<file path="src/rtl/randomizer_stream.sv">
// Stream scrambler: XORs DW bits per beat with a two-tap Fibonacci PRBS, reseeding at frame
// boundaries. One registered output stage with valid/ready on both sides.
module randomizer_stream #(
  parameter int unsigned        LFSR_W      = 15,
  parameter int unsigned        TAP_A       = 0,
  parameter int unsigned        TAP_B       = 1,
  parameter logic [LFSR_W-1:0]  SEED        = 15'h3715,
  parameter int unsigned        DW          = 8,
  parameter int unsigned        BLOCK_BEATS = 12
) (
  input  logic              clk,
  input  logic              reset_n,
  input  logic              cfg_bypass,
  input  logic              seed_load,
  input  logic [LFSR_W-1:0] seed_in,
  input  logic              in_valid,
  output logic              in_ready,
  input  logic [DW-1:0]     in_data,
  input  logic              in_sof,
  output logic              out_valid,
  input  logic              out_ready,
  output logic [DW-1:0]     out_data,
  output logic              out_sof,
  output logic              out_eof,
  output logic              sof_abort
);

  localparam int unsigned       CntW    = (BLOCK_BEATS > 1) ? $clog2(BLOCK_BEATS) : 1;
  localparam logic [CntW-1:0]   LastCnt = CntW'(BLOCK_BEATS - 1);

  typedef enum logic {StIdle, StFrame} state_e;

  state_e              state_q, state_d;
  logic [LFSR_W-1:0]   seed_q, seed_d;
  logic [LFSR_W-1:0]   lfsr_q, lfsr_d;
  logic [CntW-1:0]     cnt_q, cnt_d;
  logic                out_valid_q, out_valid_d;
  logic [DW-1:0]       out_data_q, out_data_d;
  logic                out_sof_q, out_sof_d;
  logic                out_eof_q, out_eof_d;
  logic                sof_abort_q, sof_abort_d;

  logic                accept;
  logic                restart;
  logic                last_beat;
  logic [DW-1:0]       scrambled;
  logic [LFSR_W-1:0]   lfsr_adv;

  // A new frame starts from the seed: always in IDLE, or when SOF arrives mid-frame.
  assign restart = (state_q == StIdle) || in_sof;

  always_comb begin : scramble
    logic [LFSR_W-1:0] st;
    st        = restart ? seed_q : lfsr_q;
    scrambled = '0;
    for (int i = 0; i < DW; i++) begin
      scrambled[i] = in_data[i] ^ st[TAP_A] ^ st[TAP_B];
      st           = {st[TAP_A] ^ st[TAP_B], st[LFSR_W-1:1]};
    end
    lfsr_adv = st;
  end

  always_comb begin
    in_ready    = !seed_load && (!out_valid_q || out_ready);
    accept      = in_valid && in_ready;
    last_beat   = !restart && (cnt_q == LastCnt);

    state_d     = state_q;
    seed_d      = seed_q;
    lfsr_d      = lfsr_q;
    cnt_d       = cnt_q;
    out_data_d  = out_data_q;
    out_sof_d   = out_sof_q;
    out_eof_d   = out_eof_q;
    sof_abort_d = 1'b0;

    if (seed_load) begin
      seed_d  = seed_in;
      lfsr_d  = seed_in;
      cnt_d   = '0;
      state_d = StIdle;
    end else if (accept) begin
      out_data_d  = cfg_bypass ? in_data : scrambled;
      out_sof_d   = restart;
      out_eof_d   = last_beat;
      sof_abort_d = (state_q == StFrame) && in_sof;
      if (last_beat) begin
        // Frame end reloads the seed rather than keeping the advanced state.
        lfsr_d  = seed_q;
        cnt_d   = '0;
        state_d = StIdle;
      end else begin
        lfsr_d  = lfsr_adv;
        cnt_d   = restart ? CntW'(1) : cnt_q + CntW'(1);
        state_d = StFrame;
      end
    end

    if (accept) begin
      out_valid_d = 1'b1;
    end else if (out_ready) begin
      out_valid_d = 1'b0;
    end else begin
      out_valid_d = out_valid_q;
    end
  end

  always_ff @(posedge clk) begin
    if (!reset_n) begin
      state_q     <= StIdle;
      seed_q      <= SEED;
      lfsr_q      <= SEED;
      cnt_q       <= '0;
      out_valid_q <= 1'b0;
      out_data_q  <= '0;
      out_sof_q   <= 1'b0;
      out_eof_q   <= 1'b0;
      sof_abort_q <= 1'b0;
    end else begin
      state_q     <= state_d;
      seed_q      <= seed_d;
      lfsr_q      <= lfsr_d;
      cnt_q       <= cnt_d;
      out_valid_q <= out_valid_d;
      out_data_q  <= out_data_d;
      out_sof_q   <= out_sof_d;
      out_eof_q   <= out_eof_d;
      sof_abort_q <= sof_abort_d;
    end
  end

  assign out_valid = out_valid_q;
  assign out_data  = out_data_q;
  assign out_sof   = out_sof_q;
  assign out_eof   = out_eof_q;
  assign sof_abort = sof_abort_q;

endmodule

</file>
<file path="config.mk">
export PLATFORM = sky130hd
export DESIGN_NAME = randomizer_stream
export DESIGN_NICKNAME = d
export VERILOG_FILES = /design/src/rtl/randomizer_stream.sv
export SDC_FILE = /design/constraint.sdc
export NUM_CORES = 1
export LEC_CHECK = 0
export ABC_AREA = 1
export BUFFER_PORTS_ARGS = -buffer_cell sky130_fd_sc_hd__buf_2
export CORE_MARGIN = 2
export CORE_UTILIZATION = 60
export CTS_CLUSTER_SIZE = 10
export DETAILED_ROUTE_END_ITERATION = 8
export PLACE_DENSITY_LB_ADDON = 0.05
export SLEW_MARGIN = 10
export SYNTH_ARGS = -nofsm -noshare
export SYNTH_HDL_FRONTEND = slang
export SYNTH_SLANG_ARGS = --single-unit
</file>
<file path="constraint.sdc">
create_clock -name clk -period 3.1 [get_ports clk]
set_clock_uncertainty 0.15 [all_clocks]
set_input_delay 0.155 -clock clk [delete_from_list [all_inputs] [get_ports clk]]
set_output_delay 0.155 -clock clk [all_outputs]
set_load 0.05 [all_outputs]
</file>
==> results of run 1 <==
## per-stage QoR
step	std cells	util, %	hold slack (ns)
3_3_place_gp	491	65.7	0.244
4_1_cts	514	72.3	0.000257
6_report	514	72.3	-0.00204
5_1_grt	514	72.3	0.0295
2_1_floorplan	416	-	0.144
3_5_place_dp	491	65.7	0.249
## cell type report
class                           count  area [sq um]  share of cell area [%]
Multi-Input combinational cell    295          1390                    44.7
Sequential cell                    47           941                    30.3
Timing Repair Buffer               60           383                    12.3
Inverter                           52           195                    6.29
Clock buffer                        6          72.6                    2.34
Tap cell                           52          65.1                    2.10
Clock inverter                      2          60.1                    1.93
## sequential cells by signal (all words and copies together), names as in the netlist
| register | cells |
|---|---|
| lfsr_q | 15 |
| seed_q | 15 |
| out_data | 8 |
| cnt_q | 4 |
| out_eof | 1 |
| out_sof | 1 |
| out_valid | 1 |
| sof_abort | 1 |
| state_q | 1 |
## worst max-delay path, stage by stage (launching register included)
cell and delay, ns:
dfxtp_1 0.33, inv_1 0.04, nor2_1 0.10, nor2_1 0.08, nand2_2 0.23, clkinv_1 0.66
o21a_1 0.40, nand2_1 0.06, inv_1 0.04
## power by group
part | internal, mW | switching (mW) | total (mW)
registers | 0.643 | 0.0191 | 0.662
clock network | 0.323 | 0.217 | 0.539
logic | 0.100 | 0.201 | 0.301
total | 1.07 | 0.437 | 1.50
## what timing repair did
action	4_1_cts	5_1_grt
endpoints found under the setup margin	0	0
endpoints found under the hold margin	20	0
hold buffers	15	0
## synthesized netlist by cell type, drive strengths merged (2+ instances only)
cell type    n  area (sq um)
a21oi       24           120
buf         14          80.1
clkbuf       8          30.0
clkinv       2          7.51
dfxtp       47           941
inv         50           188
nand2      147           562
nand3       60           300
nand4        7          43.8
nor2         8          45.0
o211ai       8          60.1
o21a        12          90.1
o21ai       21           105
o22ai        4          25.0
## final timing paths
check / start / endpoint / slack, ns / cells after the start
worst max-delay path: out_valid$_SDFFE_PN0P_ / out_data[4]$_SDFFE_PN0P_ / 0.91 / 8
worst max register to register: out_valid$_SDFFE_PN0P_ / out_data[4]$_SDFFE_PN0P_ / 0.91 / 8
worst min-delay path: in_data[0] / out_data[0]$_SDFFE_PN0P_ / -0.002 / 5
worst min register to register: lfsr_q[10]$_SDFFE_PN1P_ / lfsr_q[10]$_SDFFE_PN1P_ / 0.34 / 2
## metal layers
metal  share of wire [%]  vias up
met4                 3.2        0
met2                  46       82
met1                  46     1297
li1                    -     1440
met3                 4.5       26
met5                   0        -
## cell families (layout without fill, tap and decap cells)
family / count (synthesis) / in the layout / synth area share, %
flip-flops: 47 / 47 / 35.7
buffers and inverters: 74 / 120 / 11.6
adder cells (fa/ha/maj): 1 / 1 / 0.475
AO/OA/AOI/OAI: 70 / 70 / 15.5
XOR/XNOR: 1 / 1 / 0.333
AND/OR/NAND/NOR: 223 / 223 / 36.3
==> out/results.txt, run 1 <==
Number of synthesized register bits: 47
Period utilisation layout: 70.8%
Hold Worst Slack: -0.00204 ns
First-pass GRT wire length: 11.9 mm
Clock Path Buffers: 2
Final Setup Violations: 0
Total die area: 0.00494 sq mm
DR vias/cell: 5.54
Wirelength per Cell: 13.9 microns
Port bufs: 42
Share of cells above drive strength 1: 13.0%
TritonCTS clock tree: yes
Synthesis-to-layout area growth: 17.9%
Vias: 2845
FFs w/ async S/R, synth: 0%
Critical path data required time: 3.16 ns
I/O Pins: 43
Status: finished with violations
Gr ovfl total: 0
Max Slew Vio Count: 0
Commonest non-fill, non-tap cell in the layout: nand2_1
GRT Resource Usage Total: 29.9%
Fin worst setup slack: 0.906 ns
Initial DRC Count: 242
GRT met1 Usage: 40.0%
Syn nets: 447
Relative slew slack: 51.5%
Fin area: 0.00310 sq mm
Antenna Cells: 0
GR peak layer: met2
RD Place Congestion: 0.845
Synth Area per Inst: 6.33 sq um
Slew @ Worst Pin: 0.723 ns
DP Area: 0.00282 sq mm
Clock Sinks: 47
Total Power: 1.50 mW
Total iterations of the first detailed-routing run: 5
Cts bufs inserted: 5
Total wire length: 7.14 mm
Initial antenna violation count: 0
Post-synth cell types: 26
Failing checks: hold timing
Top_reg_cell synth: dfxtp_1
Setup_tns: 0 ns
Hold crit path type: input port to register
GR Util met3: 3.75%
Placement Setup Slack: 0.962 ns
Worst-path clk slew: 0.09 ns
CP Class: register to register
F_max: 456 MHz
Most frequent cells in the layout: nand2_1 (145), nand3_1 (60), inv_1 (47), dfxtp_1 (47), buf_2 (42)
Largest net degree at the start of global routing: 34
Max-cap violations: 0
Met2 usage: 48.5%
Post-Syn Instances: 416
CP Launch Type: register
CP max FO: 24
RSZ-0062 raised after global routing: false
Worst endpoint data arrival time: 2.25 ns
CTS resizes: 0
Clk_lat worst skew: 0.31 ns
Detailed placer's ending HPWL: 4.70 mm
Seq/Total Area, Yosys: 35.7%
Post-CTS setup buffer count: 0
Hold Fails Final Rpt: 1
Power Dens Cells: 484 mW/mm^2
Peak supply drop: 0.308 mV
Die Wd: 70.3 microns
Leak: 1.59 nW
Nature of the critical path endpoint: register
CTS H-tree depth: 2
Starting density of the core: 61.3%
Standard-cell rows: 24
Final #Nets: 492
Period minus WS final: 2.19 ns
Number of synthesized flops with an enable pin: 0
DRC errors left: 0
Root buffer cell: clkbuf_8
Core region area: 0.00429 sq mm
Routed Antenna Nets: 0
Synth Warn #: 0
Vias in the first global route: 2648
Post-Synthesis Cell Area: 0.00263 sq mm
Die Ht: 70.3 microns
FILL cells: 385
No activity file was read; power rests on OpenSTA's default activity.
==> run 2, diff against run 1 <==
--- a/config.mk
+++ b/config.mk
@@ -5,10 +5,10 @@
 export SDC_FILE = /design/constraint.sdc
 export NUM_CORES = 1
 export LEC_CHECK = 0
-export ABC_AREA = 1
+export ABC_AREA = 0
 export BUFFER_PORTS_ARGS = -buffer_cell sky130_fd_sc_hd__buf_2
 export CORE_MARGIN = 2
-export CORE_UTILIZATION = 60
+export CORE_UTILIZATION = 55
 export CTS_CLUSTER_SIZE = 10
 export DETAILED_ROUTE_END_ITERATION = 8
 export PLACE_DENSITY_LB_ADDON = 0.05
==> constraint.sdc (replaced) <==
create_clock -name clk -period 2.29 [get_ports clk]
set_clock_uncertainty 0.15 [all_clocks]
set_input_delay 0.1145 -clock clk [delete_from_list [all_inputs] [get_ports clk]]
set_output_delay 0.1145 -clock clk [all_outputs]
set_load 0.05 [all_outputs]
==> out/results.txt, run 2 <==
Leak: 1.31 nW (-18%)
Seq/Total Area, Yosys: 38.3% (+2.6 points)
Total Power: 1.85 mW (+23%)
Root buffer cell: clkbuf_8
F_max: 522 MHz
Hold depth: 3 (-2)
Synth Area per Inst: 7.99 sq um (+26%)
Max-cap violations: 0 (unchanged)
Detailed placer's ending HPWL: 4.46 mm (-5.1%)
Total die area: 0.00501 sq mm (+1.5%)
Clock Sinks: 47 (unchanged)
RSZ-0062 raised after global routing: false
Worst reg2reg setup slack: 0.38 ns (-0.53 ns)
HP Start: out_ready
Die Wd: 70.8 microns (+0.76%)
CTS H-tree depth: 2 (unchanged)
Worst-path clk slew: 0.09 ns (about the same)
Routed Antenna Nets: 0 (unchanged)
Critical path data required time: 2.37 ns (-0.79 ns)
Final Setup Violations: 0 (unchanged)
First-pass GRT wire length: 11.4 mm (-4.7%)
Top-area cell type share of the netlist area: 38.3% (+2.6 points)
RD Place Congestion: 0.879 (+4.0%)
Syn nets: 338 (-24%)
Share of cells above drive strength 1: 17.4% (+4.5 points)
Die Ht: 70.8 microns (+0.76%)
Commonest cells in the netlist: nand2_1 (61), dfxtp_1 (47), nand3_1 (32)
CP max FO: 5 (-79%)
Clk_lat worst skew: 0.30 ns (about the same)
Relative slew slack: 44.9% (-6.6 points)
Commonest non-fill, non-tap cell in the layout: nand2_1
Nature of the critical path endpoint: register
GRT Resource Usage Total: 28.7% (-1.2 points)
Synth Warn #: 0 (unchanged)
Post-Synthesis Cell Area: 0.00245 sq mm (-6.8%)
Vias: 2439 (-14%)
Total wire length: 6.67 mm (-6.5%)
Period minus WS final: 1.92 ns
Starting density of the core: 56.7% (-4.6 points)
Vias in the first global route: 2367 (-11%)
Synthesis-to-layout area growth: 24.0%
Post-Syn Instances: 307 (-26%)
CP Launch Type: input port
Slew @ Worst Pin: 0.825 ns (+0.102 ns)
DR vias/cell: 5.82 (+5.2%)
Hold Fails Final Rpt: 0 (-1)
Count leader, synth: nand2_1
Final #Nets: 397 (-19%)
Worst endpoint data arrival time: 1.99 ns (-0.26 ns)
Status: complete, no violations
Top_reg_cell synth: dfxtp_1
Post-synth cell types: 41 (+58%)
Core region area: 0.00432 sq mm (+0.70%)
Standard-cell rows: 24 (unchanged)
Initial antenna violation count: 0 (unchanged)
Synth top area cells: dfxtp_1 (38%), nand2_1 (9.3%), nand3_1 (6.5%), a221o_1 (4.1%), xnor2_1 (3.9%)
Largest net degree at the start of global routing: 37 (+8.8%)
Number of synthesized register bits: 47 (unchanged)
DRC errors left: 0 (unchanged)
Most frequent cells in the layout: nand2_1 (61), dfxtp_1 (47), buf_2 (42), nand3_1 (32), dlygate4sd3_1 (24)
Power Dens Cells: 607 mW/mm^2 (+25%)
Hold crit path type: input port to register
Setup_tns: 0 ns (unchanged)
Reg-to-Reg End: lfsr_q[3]$_SDFFE_PN0P_
Clock Path Buffers: 2 (unchanged)
Gr ovfl total: 0 (unchanged)
Initial DRC Count: 209 (-14%)
R2r startpoint: cnt_q[0]$_SDFFE_PP0P_
Cts bufs inserted: 5 (unchanged)
Port bufs: 42 (unchanged)
Max Slew Vio Count: 0 (unchanged)
FF-to-FF path depth: 6 (-2)
I/O Pins: 43 (unchanged)
Period utilisation layout: 83.7%
Antenna Cells: 0 (unchanged)
TritonCTS clock tree: yes
Number of synthesized flops with an enable pin: 0 (unchanged)
Hold Crit Endpoint: out_valid$_SDFFE_PN0P_
Peak supply drop: 0.454 mV (+47%)
Area leader, netlist: dfxtp_1
CP Class: input port to register
Wirelength per Cell: 15.9 microns (+15%)
Total iterations of the first detailed-routing run: 4 (-1)
Post-CTS setup buffer count: 0 (unchanged)
FFs w/ async S/R, synth: 0% (unchanged)
-- run 2: changes by cell type in the layout (fill, tap and decap cells not counted), moves of 8 or more --
| cell | previous run | this run |
|---|---|---|
| a21oi_1 | 24 | 15 |
| and3_1 | 0 | 8 |
| inv_1 | 47 | 4 |
| o21ai_1 | 10 | 1 |
| a221o_1 | 0 | 10 |
| nand2_1 | 145 | 61 |
| mux2i_1 | 0 | 8 |
| o21a_1 | 12 | 0 |
| nor2_1 | 6 | 21 |
| dlygate4sd3_1 | 15 | 24 |
| nand3_1 | 60 | 32 |
| xnor2_1 | 0 | 11 |
-- run 2: worst max-delay path by stage --
| stage | startpoint | endpoint | slack [ns] | cells after the start |
|---|---|---|---|---|
| 6_report | in_sof | out_data[2]$_SDFFE_PN0P_ | 0.37 | 6 |
| 5_1_grt | out_valid$_SDFFE_PN0P_ | cnt_q[3]$_SDFFE_PP0P_ | 0.26 | 4 |
| 4_1_cts | cnt_q[0]$_SDFFE_PP0P_ | lfsr_q[3]$_SDFFE_PN0P_ | 0.39 | 6 |
| 3_5_place_dp | out_valid$_SDFFE_PN0P_ | cnt_q[3]$_SDFFE_PP0P_ | 0.46 | 4 |
| 3_3_place_gp | seed_load | cnt_q[3]$_SDFFE_PP0P_ | 0.51 | 5 |
| 2_1_floorplan | out_valid$_SDFFE_PN0P_ | out_data[0]$_SDFFE_PN0P_ | 0.46 | 6 |
-- run 2: critical path: stages --
cell and delay [ns]:
dlygate4sd3_1 0.54, buf_2 0.16, nor3b_1 0.53, nand2_1 0.15, a2111o_1 0.40, o211ai_1 0.10
-- run 2: logic make-up after synthesis --
logic type               synth area share [%]
buffers and inverters                    5.25
flip-flops                               38.3
adder cells (fa/ha/maj)                 0.510
AO/OA/AOI/OAI                            20.0
multiplexers                             3.72
AND/OR/NAND/NOR                          26.5
XOR/XNOR                                 5.71
-- run 2: stage by stage --
step	cell area (sq um)	cells	hold WS, ns	util, %	setup slack, ns
finish	3040	419	0.0517	70.4	0.374
global route	3040	419	0.0970	70.4	0.261
CTS	3040	419	0.0363	70.4	0.387
detailed placement	2700	387	0.203	62.4	0.461
global placement	2700	387	0.198	62.4	0.508
floorplan	2450	307	0.0909	-	0.456
-- run 2: what timing repair did --
| action | 4_1_cts | 5_1_grt |
|---|---|---|
| gates resized for setup | 0 | 0 |
| hold buffers | 24 | 0 |
| endpoints found under the hold margin | 36 | 0 |
-- run 2: area by class of cell --
type,instances,area (sq um)
Clock buffer,7,96.3
Multi-Input combinational cell,232,1380
Fill cell,379,1280
Tap cell,52,65.1
Clock inverter,1,7.51
Inverter,5,18.8
Sequential cell,47,941
Timing Repair Buffer,75,531
-- run 2: report_power, final --
| group | internal [mW] | switching (mW) | leakage (nW) | total, mW |
|---|---|---|---|---|
| Sequential | 0.869 | 0.0483 | 0.388 | 0.918 |
| Clock | 0.275 | 0.286 | 0.0505 | 0.561 |
| Combinational | 0.157 | 0.212 | 0.873 | 0.369 |
| Total | 1.30 | 0.547 | 1.31 | 1.85 |
-- run 2: metal layers --
metal  global-route usage, %  vias up  part of all wire [%]
li1                        -     1227                     -
met1                    38.9     1132                    48
met2                    46.8       72                    46
met3                    5.41        8                   4.7
met4                    8.39        0                   1.4
met5                       0        -                     0
